File: src/rtl/serial_alu.sv
// Bit-serial ALU sequencer: processes one bit per cycle, LSB first, with the
// carry held in a register and result bits collected in a right-shifting register.
module serial_alu #(
   parameter int WIDTH = 32
) (
   input  logic             clock,
   input  logic             reset_n,
   input  logic             start,
   input  logic [WIDTH-1:0] A,
   input  logic [WIDTH-1:0] B,
   input  logic [2:0]       control,
   output logic             busy,
   output logic             done,
   output logic [WIDTH-1:0] out,
   output logic             carryout,
   output logic             overflow,
   output logic             zero,
   output logic             negative
);

   localparam logic [2:0] OP_ADD = 3'd2;
   localparam logic [2:0] OP_SUB = 3'd3;
   localparam logic [2:0] OP_AND = 3'd4;
   localparam logic [2:0] OP_OR  = 3'd5;
   localparam logic [2:0] OP_NOR = 3'd6;
   localparam logic [2:0] OP_XOR = 3'd7;

   localparam int CW = $clog2(WIDTH);
   localparam logic [CW-1:0] LAST = CW'(WIDTH - 1);

   typedef enum logic [1:0] {IDLE, RUN, DONE} state_t;

   state_t           state, state_next;
   logic [CW-1:0]    cnt;
   logic             carry;
   logic [WIDTH-1:0] a_sh, b_sh, shift_reg;
   logic [2:0]       op;

   logic             last_bit, arith, b_eff, res_bit, carry_next;
   logic [WIDTH-1:0] shift_next;

   always_ff @(posedge clock or negedge reset_n) begin
      if (!reset_n) state <= IDLE;
      else          state <= state_next;
   end

   assign last_bit = (cnt == LAST);

   always_comb begin
      state_next = state;
      busy       = 1'b0;
      done       = 1'b0;
      case (state)
         IDLE: if (start) state_next = RUN;
         RUN: begin
            busy = 1'b1;
            if (last_bit) state_next = DONE;
         end
         DONE: begin
            done       = 1'b1;
            state_next = IDLE;
         end
         default: state_next = IDLE;
      endcase
   end

   // One-bit slice: subtraction is addition of ~B with the carry preset to 1.
   always_comb begin
      arith      = (op == OP_ADD) || (op == OP_SUB);
      b_eff      = (op == OP_SUB) ? ~b_sh[0] : b_sh[0];
      res_bit    = 1'b0;
      carry_next = carry;
      case (op)
         OP_ADD, OP_SUB: begin
            res_bit    = a_sh[0] ^ b_eff ^ carry;
            carry_next = (a_sh[0] & b_eff) | (a_sh[0] & carry) | (b_eff & carry);
         end
         OP_AND:  res_bit = a_sh[0] & b_sh[0];
         OP_OR:   res_bit = a_sh[0] | b_sh[0];
         OP_NOR:  res_bit = ~(a_sh[0] | b_sh[0]);
         OP_XOR:  res_bit = a_sh[0] ^ b_sh[0];
         default: res_bit = 1'b0;
      endcase
      shift_next = {res_bit, shift_reg[WIDTH-1:1]};
   end

   always_ff @(posedge clock or negedge reset_n) begin
      if (!reset_n) begin
         cnt       <= '0;
         carry     <= 1'b0;
         a_sh      <= '0;
         b_sh      <= '0;
         op        <= 3'd0;
         shift_reg <= '0;
         out       <= '0;
         carryout  <= 1'b0;
         overflow  <= 1'b0;
         zero      <= 1'b0;
         negative  <= 1'b0;
      end else begin
         case (state)
            IDLE: begin
               if (start) begin
                  a_sh  <= A;
                  b_sh  <= B;
                  op    <= control;
                  cnt   <= '0;
                  carry <= (control == OP_SUB);
               end
            end
            RUN: begin
               a_sh      <= a_sh >> 1;
               b_sh      <= b_sh >> 1;
               shift_reg <= shift_next;
               carry     <= carry_next;
               cnt       <= cnt + 1'b1;
               // Flags commit only on the completing edge; held throughout the run.
               if (last_bit) begin
                  out      <= shift_next;
                  carryout <= arith & carry_next;
                  overflow <= arith & (carry ^ carry_next);
                  zero     <= (shift_next == '0);
                  negative <= shift_next[WIDTH-1];
               end
            end
            default: ;
         endcase
      end
   end

endmodule

File: config.mk
export PLATFORM = sky130hd
export DESIGN_NAME = serial_alu
export DESIGN_NICKNAME = d
export VERILOG_FILES = /design/src/rtl/serial_alu.sv
export SDC_FILE = /design/constraint.sdc
export NUM_CORES = 1
export LEC_CHECK = 0
export BUFFER_PORTS_ARGS = -buffer_cell sky130_fd_sc_hd__buf_2
export CELL_PAD_IN_SITES_DETAIL_PLACEMENT = 1
export CELL_PAD_IN_SITES_GLOBAL_PLACEMENT = 1
export CORE_MARGIN = 4
export CORE_UTILIZATION = 30
export CTS_CLUSTER_SIZE = 16
export DETAILED_ROUTE_END_ITERATION = 16
export GPL_TIMING_DRIVEN = 0
export PLACE_DENSITY_LB_ADDON = 0.1
export SLEW_MARGIN = 20
export SYNTH_ARGS = -nofsm -noshare
export SYNTH_HDL_FRONTEND = slang
export SYNTH_SLANG_ARGS = --single-unit
File: constraint.sdc
create_clock -name clock -period 2.8 [get_ports clock]
set_clock_uncertainty 0.2 [all_clocks]
set_input_delay 0 -clock clock [delete_from_list [all_inputs] [get_ports clock]]
set_output_delay 0 -clock clock [all_outputs]
set_load 0.02 [all_outputs]
## Yosys cells after proc, flatten, opt, wreduce, memory -nomap -nowiden

Cells that the tools add are included.

| word-level totals | value |
|---|---|
| flip-flop bits (word level) | 143 |
| input bits | 70 |
| output and inout bits | 38 |
| logic and storage cells | 65 |

| cells by class | value |
|---|---|
| add/subtract/negate cells | 1 |
| equal/unequal tests | 12 |
| mux-type cells | 16 |
| bitwise operators | 15 |
| reduce and logical (&&, ||, !) cells | 9 |

Operator list:

| cell | number |
|---|---|
| one-hot mux 32 bit (2 select lines) | 2 |
| two-way mux 32 bit | 2 |
| logical NOT 32 bit | 1 |
| equality test 3 bit (second input constant) | 4 |
| one-hot mux 5 bit (2 select lines) | 1 |
| equality test 3 x 2 -> 1 bit (second input constant) | 3 |
| AND reduction 2 bit | 4 |
| bitwise AND 1 bit | 6 |
| adder 5 x 1 -> 5 bit (second input constant) | 1 |
| equality test 5 bit (second input constant) | 1 |
| two-way mux 1 bit | 5 |
| two-way mux 5 bit | 1 |
| one-hot mux 1 bit (5 select lines) | 1 |
| two-way mux 2 bit | 2 |
| != test 2 bit (second input constant) | 2 |
| one-hot mux 2 bit (2 select lines) | 1 |
| XOR 1 bit | 4 |
| bitwise OR 1 bit | 3 |
| equality test 2 x 1 -> 1 bit (second input constant) | 1 |
| equality test 2 bit (second input constant) | 1 |
| logical NOT 2 bit | 1 |
| inverter 1 bit | 2 |
| one-hot mux 1 bit (2 select lines) | 1 |
| nonzero test 2 bit | 1 |
| other kinds (2) | 2 |

## Logic depth before layout (Yosys ltp)

Gate-level depths: netlist of run 1.

| logic depth | value |
|---|---|
| depth in word-level cells | 8 |
| gate-level depth with buffers | 7 |
| depth with buffers taken out | 7 |

## Least setup slack after synthesis of run 1

No wires, ideal clock.

| timing path | value |
|---|---|
| path kind | register to register |
| from | reg op[1] |
| to | reg out[31] |
| library setup time | 0.130 ns |
| arrival | 1.651 ns |
| required time | 2.470 ns |
| slack | 0.819 ns |
| cell stages (with the launch flop) | 7 |
| clock period less this slack | 1.981 ns |
| cell sequence | dfrtp_1 nor2b_1 nand2_1 xnor2_1 fa_1 a32oi_1 o21ai_0 |

| on the way | value |
|---|---|
| cells in the longest elaborated chain, start to end | 5 |
| elaborated cells on any way between the ends | 11 |

RTL lines:

| item | line | RTL |
|---|---|---|
| start, declared | 37 | `logic [2:0] op;` |
| start signal, assigned | 106 | `op <= control;` |
| equality test 3 x 2 -> 1 bit | 70, 73 |  |
| two-way mux 1 bit | 70 | `b_eff = (op == OP_SUB) ? ~b_sh[0] : b_sh[0];` |
| XOR 1 bit (2 in a row) | 75 | `res_bit = a_sh[0] ^ b_eff ^ carry;` |
| one-hot mux 1 bit (5 select lines) * | 73 | `case (op)` |
| end signal, assigned | 119 | `out <= shift_next;` |
| end, declared | 14 | `output logic [WIDTH-1:0] out,` |

Mark *: on every way between the ends. The rest lies on a longest branch, timed or not.
A chain may end at the register's enable or synchronous reset.

## Final worst setup path of run 1

| timing path | value |
|---|---|
| from | reg op[1] |
| to | reg shift_reg[31] |

| on the way | value |
|---|---|
| cells in the longest elaborated chain, start to end | 5 |
| elaborated cells on any way between the ends | 11 |

RTL lines:

| item | line | RTL |
|---|---|---|
| equality test 3 x 2 -> 1 bit | 70, 73 |  |
| two-way mux 1 bit | 70 |  |
| XOR 1 bit (2 in a row) | 75 |  |
| one-hot mux 1 bit (5 select lines) * | 73 |  |
| end signal, assigned | 114 | `shift_reg <= shift_next;` |
| end, declared | 36 | `logic [WIDTH-1:0] a_sh, b_sh, shift_reg;` |

Marks and branches as above.

==> impl_metrics.ini, run 1 <==
[power]
power.density_nw_per_um2 = 1030
p_leak_nw = 3.94
peakVddDrop_mv = 0.379

[global_routing]
grt_pass1_vias = 5337
grt.overflow.total = 0
grt_antenna_before_repair = 0
track_usage = 0.154
grt_first_pass_wirelength_um = 27600
grt_max_degree = 76

[placed_design]
numPortBuffers = 107
dpl-instance-area_um2 = 7020
gp_congestion = 0.746
hpwl_um = 11200

[cts]
cts.repair.resized = 0
clockBufferDepth = 2
cts_made_buffers = 17
insertion_delay_ns = 0.42
clock_sinks = 141
htreeDepth = 4
cts_tree = built
clk_pin_slew_ns = 0.06
clock-root-buffer = clkbuf_16

[floorplanning]
num_rows = 51
core_area_um2 = 19800
die_h_um = 151
boundaryPins = 108
die_w_um = 151
dieArea_um2 = 22700
initial_core_util = 0.309

[finish]
finalCoreUtilization = 0.426
diodes = 0
multiInputGateArea_um2 = 2340
drive_above_1_share = 0.278
fillers = 2153
reg_top3 = a_sh x32, b_sh x32, out x32
final_area_um2 = 8420
nets = 798
regArea_um2 = 3530
area_delta_synth_final_pct = 37.7

[synth]
async_flop_share = 1.00
synth_nets = 600
ys_ff_latch = 141
synth_largest_area_cell = dfrtp_1
syn_avg_cell_area_um2 = 11.6
synth_flop_cell = dfrtp_1
ys_top_cells_by_area = dfrtp_1 (58%), a22oi_1 (7.5%), mux2_2 (6.6%)
yosysUniqueCellTypes = 37
yosys.area.top_type_share = 0.577
synth_area_um2 = 6110
yosysMostFrequentCell = dfrtp_1
synth_enable_flop_cells = 0
yosys_warnings = 0
synthTopCellsByCount = dfrtp_1 (141), o21ai_0 (67), a22oi_1 (61)
yosysSeqAreaShare = 0.577
synth_cells = 525

[detailed_routing]
dr_total_vias = 4840
route.detailed.wl_per_inst_um = 16.6
first_pass_iters = 4
drcViolationCount = 0
viasPerCell = 4.84
first_iter_violations = 177
postRouteAntennaNets = 0
wl_um = 16600

[worst_setup_path]
regToRegSetupSlack_ns = 0.51
endpoint = shift_reg[31]
cp-start-kind = flip-flop
critPathMaxFanout = 6
critical_path.reg2reg.endpoint = shift_reg[31]
timing.rr.start = op[1]
rr_worst_depth = 6
crit_arrival_ns = 2.37
critical_path_class = flip-flop to flip-flop
end_kind = flip-flop
worstPathRequired_ns = 2.88
startpoint = op[1]

[sta]
finalSetupTns_ns = 0
drv_slew = 0
final.period_utilization = 0.819
slew_headroom = 0.593
fin_crit_ns = 2.29
hold_viol = 0
tightest_slew_ns = 0.610
rsz0062_at_grt = no
fmax_mhz = 436
setup_viol = 0

[hold_path]
min_path_type = input port to flip-flop

[flow_run]
cap_violations = 0

[run_status]
status = finished clean
==> cells by family (layout without fill, tap and decap cells) <==
kind of cell,after synthesis,in the layout,synth area share
AOI/OAI and AO/OA,166,166,0.169
xor gates and xnor gates,2,2,0.00287
adders and majority gates,5,5,0.0115
buffers and inverters,46,256,0.0399
DFF,141,141,0.577
muxes,65,65,0.120
and+or+nand+nor,100,100,0.0796
==> per-layer routing <==
layer  GRT usage  up-vias  wire length [µm]
met5           0        -                 0
met4      0.0394        0               161
met3      0.0403       11               598
met2       0.257       77              8210
met1       0.200     2461              7640
li1            -     2291                 -
==> placed cells by master, fill, tap and decap left out, types with 2 or more instances in the layout <==
cell,instances
mux2_1,29
inv_6,3
a2bb2oi_1,2
ha_1,4
clkbuf_1,14
clkbuf_16,17
nor2b_1,23
nor3_1,3
a22o_1,6
inv_1,5
nand2_1,53
a21oi_1,23
dlygate4sd3_1,71
bufinv_16,7
nand4_1,2
o21ai_0,67
buf_6,4
a22oi_1,61
buf_4,5
nor2_1,5
nor4_1,7
clkinv_2,2
mux2_2,36
dfrtp_1,141
buf_2,124
==> worst min path at each step <==
stage,from,end,slack [ns],depth (start not counted)
floorplan,reset_n,a_sh[0],-0.50,0
global placement,control[2],op[2],0.05,2
detailed placement,reset_n,out[5],-0.17,1
CTS,start,b_sh[0],0.007,4
global route,start,b_sh[0],0.06,4
finish,start,b_sh[0],0.05,4
==> layout make-up <==
type	count	share of cell area
buffer	41	0.0268
clock buffer	17	0.0505
clock inverter	14	0.0312
inverter	5	0.00223
multi-input combinational	338	0.278
sequential	141	0.419
tap	265	0.0394
timing repair buffer	179	0.152
==> power breakdown <==
| group | internal (mW) | switching, mW | total (mW) |
|---|---|---|---|
| combinational | 1.21 | 1.23 | 2.44 |
| sequential | 2.91 | 0.628 | 3.54 |
| clock | 1.76 | 0.901 | 2.66 |
| total | 5.88 | 2.75 | 8.63 |
==> critical path: stages, from the launching register on <==
cell     delay [ns]
dfrtp_1        0.41
nor2b_1        0.37
nand2_1        0.12
xnor2_1        0.20
fa_1           0.44
a32oi_1        0.29
a21oi_1        0.13
==> metrics by stage <==
stage          hold slack (ns)  setup WS (ns)  std cells  total power [mW]
2_1_floorplan           -0.496          0.819        525              5.11
4_1_cts                0.00708          0.438       1000              8.78
6_report                0.0456          0.506       1000              8.63
3_5_place_dp            -0.174          0.470        898              5.97
5_1_grt                 0.0610          0.340       1000              9.26
3_3_place_gp            0.0489         -0.594        897              5.83
==> what timing repair did <==
action / CTS / global route
hold buffers: 71 / 0
endpoints found under the hold margin: 209 / 0
setup buffers: 0 / 0
No activity file was read; power rests on OpenSTA's default activity.
==> inputs of run 2 (changes only) <==
==> constraint.sdc (replaced) <==
create_clock -name clock -period 2.3 [get_ports clock]
set_clock_uncertainty 0.2 [all_clocks]
set_input_delay 0 -clock clock [delete_from_list [all_inputs] [get_ports clock]]
set_output_delay 0 -clock clock [all_outputs]
set_load 0.02 [all_outputs]
==> impl_metrics.ini, run 2 (synthesis gave the netlist of run 1 again) <==
[cts]
cts_made_buffers = 17
clockBufferDepth = 2
postCtsSetupBuffers = 0
clock-root-buffer = clkbuf_16
clk_pin_slew_ns = 0.06
clock_sinks = 141
insertion_delay_ns = 0.42
cts_tree = built
htreeDepth = 4

[power]
power.density_nw_per_um2 = 1250
p_leak_nw = 3.94
peakVddDrop_mv = 0.481
total_power_mw = 10.5

[global_routing]
grt_antenna_before_repair = 0
grt.overflow.total = 0
grt_max_degree = 76
track_usage = 0.154
grt_pass1_vias = 5337
grt_first_pass_wirelength_um = 27600

[finish]
mostFrequentLayoutCells = dfrtp_1 (141), buf_2 (124), dlygate4sd3_1 (71)
area_delta_synth_final_pct = 37.8
diodes = 0
final_area_um2 = 8430
regArea_um2 = 3530
layout_commonest_cell = dfrtp_1
drive_above_1_share = 0.282
finalCoreUtilization = 0.426
nets = 797
reg_top3 = a_sh x32, b_sh x32, out x32
fillers = 2153
multiInputGateArea_um2 = 2350

[floorplanning]
core_area_um2 = 19800
boundaryPins = 108
die_h_um = 151
dieArea_um2 = 22700
die_w_um = 151
num_rows = 51
initial_core_util = 0.309

[sta]
finalSetupTns_ns = 0
fmax_mhz = 466
final.period_utilization = 0.932
whs_ns = 0.0303
drv_slew = 0
slew_headroom = 0.594
hold_viol = 0
setup_viol = 0
tightest_slew_ns = 0.609
fin_crit_ns = 2.14
rsz0062_at_grt = no

[placed_design]
gp_congestion = 0.746
numPortBuffers = 107
dpl-instance-area_um2 = 7020
hpwl_um = 11200

[run_status]
status = finished clean

[worst_setup_path]
crit_family = adder cells
crit_arrival_ns = 2.22
worstPathRequired_ns = 2.38
cpPeakStageDelay_ns = 0.45
path_buf_inv = 0
end_kind = flip-flop
regToRegSetupSlack_ns = 0.16
crit_path_top_delay_cell = fa_1
critical_path_class = flip-flop to flip-flop
cp-start-kind = flip-flop
critPathMaxFanout = 6
crit_chain = nor2b_2 > nand2_1 > xnor2_1 > fa_1 > a32oi_2 > a21oi_1

[detailed_routing]
drcViolationCount = 0
viasPerCell = 4.85
route.detailed.wl_per_inst_um = 16.6
first_pass_iters = 5
dr_total_vias = 4843
wl_um = 16500
first_iter_violations = 176
postRouteAntennaNets = 0

[flow_run]
cap_violations = 0

[hold_path]
min_path_type = input port to flip-flop
==> run 2: cell types whose count changed in the layout (fill, tap and decap cells not counted), sizes merged <==
cell / before / now
clkbuf: 31 / 30
==> run 2: final timing paths <==
kind	start	to	cells past startpoint
max	op[1]	shift_reg[31]	6
min	start	b_sh[0]	4
max reg2reg	op[1]	shift_reg[31]	6
min reg2reg	carryout	carryout	2
max in group asynchronous	reset_n	a_sh[22]	4
min in group asynchronous	reset_n	out[5]	3
==> run 2: metal layers <==
layer | track usage | part of all wire | vias up
li1 | - | - | 2291
met1 | 0.200 | 0.46 | 2456
met2 | 0.257 | 0.50 | 86
met3 | 0.0403 | 0.038 | 10
met4 | 0.0394 | 0.0085 | 0
met5 | 0 | 0 | -
==> run 2: report_power, final <==
| group | leakage, nW | switching [mW] | internal, mW |
|---|---|---|---|
| combinational | 1.78 | 1.50 | 1.49 |
| sequential | 1.83 | 0.766 | 3.54 |
| clock | 0.334 | 1.09 | 2.15 |
==> run 2: stage by stage <==
| stage | setup slack (ns) | instances |
|---|---|---|
| final | 0.156 | 999 |
| after global routing | 0.0140 | 999 |
| after CTS | 0.0209 | 1000 |
| after detailed placement | -0.0305 | 898 |
| after global placement | -1.09 | 897 |
| after floorplan | 0.319 | 525 |
==> run 2: timing repair <==
action                     4_1_cts  5_1_grt
hold endpoints to repair       209        0
hold buffers                    71        0
setup endpoints to repair        3        6
gates resized for setup          1        2
==> run 2: cell type report <==
type | instances | area share
flip-flops and latches | 141 | 0.419
multi-input cells | 338 | 0.279
plain buffers | 40 | 0.0263
well taps | 265 | 0.0393
clock inverters | 14 | 0.0312
repair buffers | 179 | 0.152
inverters | 5 | 0.00223
clock buffers | 17 | 0.0505
==> run 2: worst register-to-register path: cells and delay by family (launching register included) <==
family	cells	cell delay (ns)
AND/OR/NAND/NOR	2	0.41
adder cells (fa/ha/maj)	1	0.45
flip-flops	1	0.40
XOR/XNOR	1	0.20
AO/OA/AOI/OAI	2	0.35
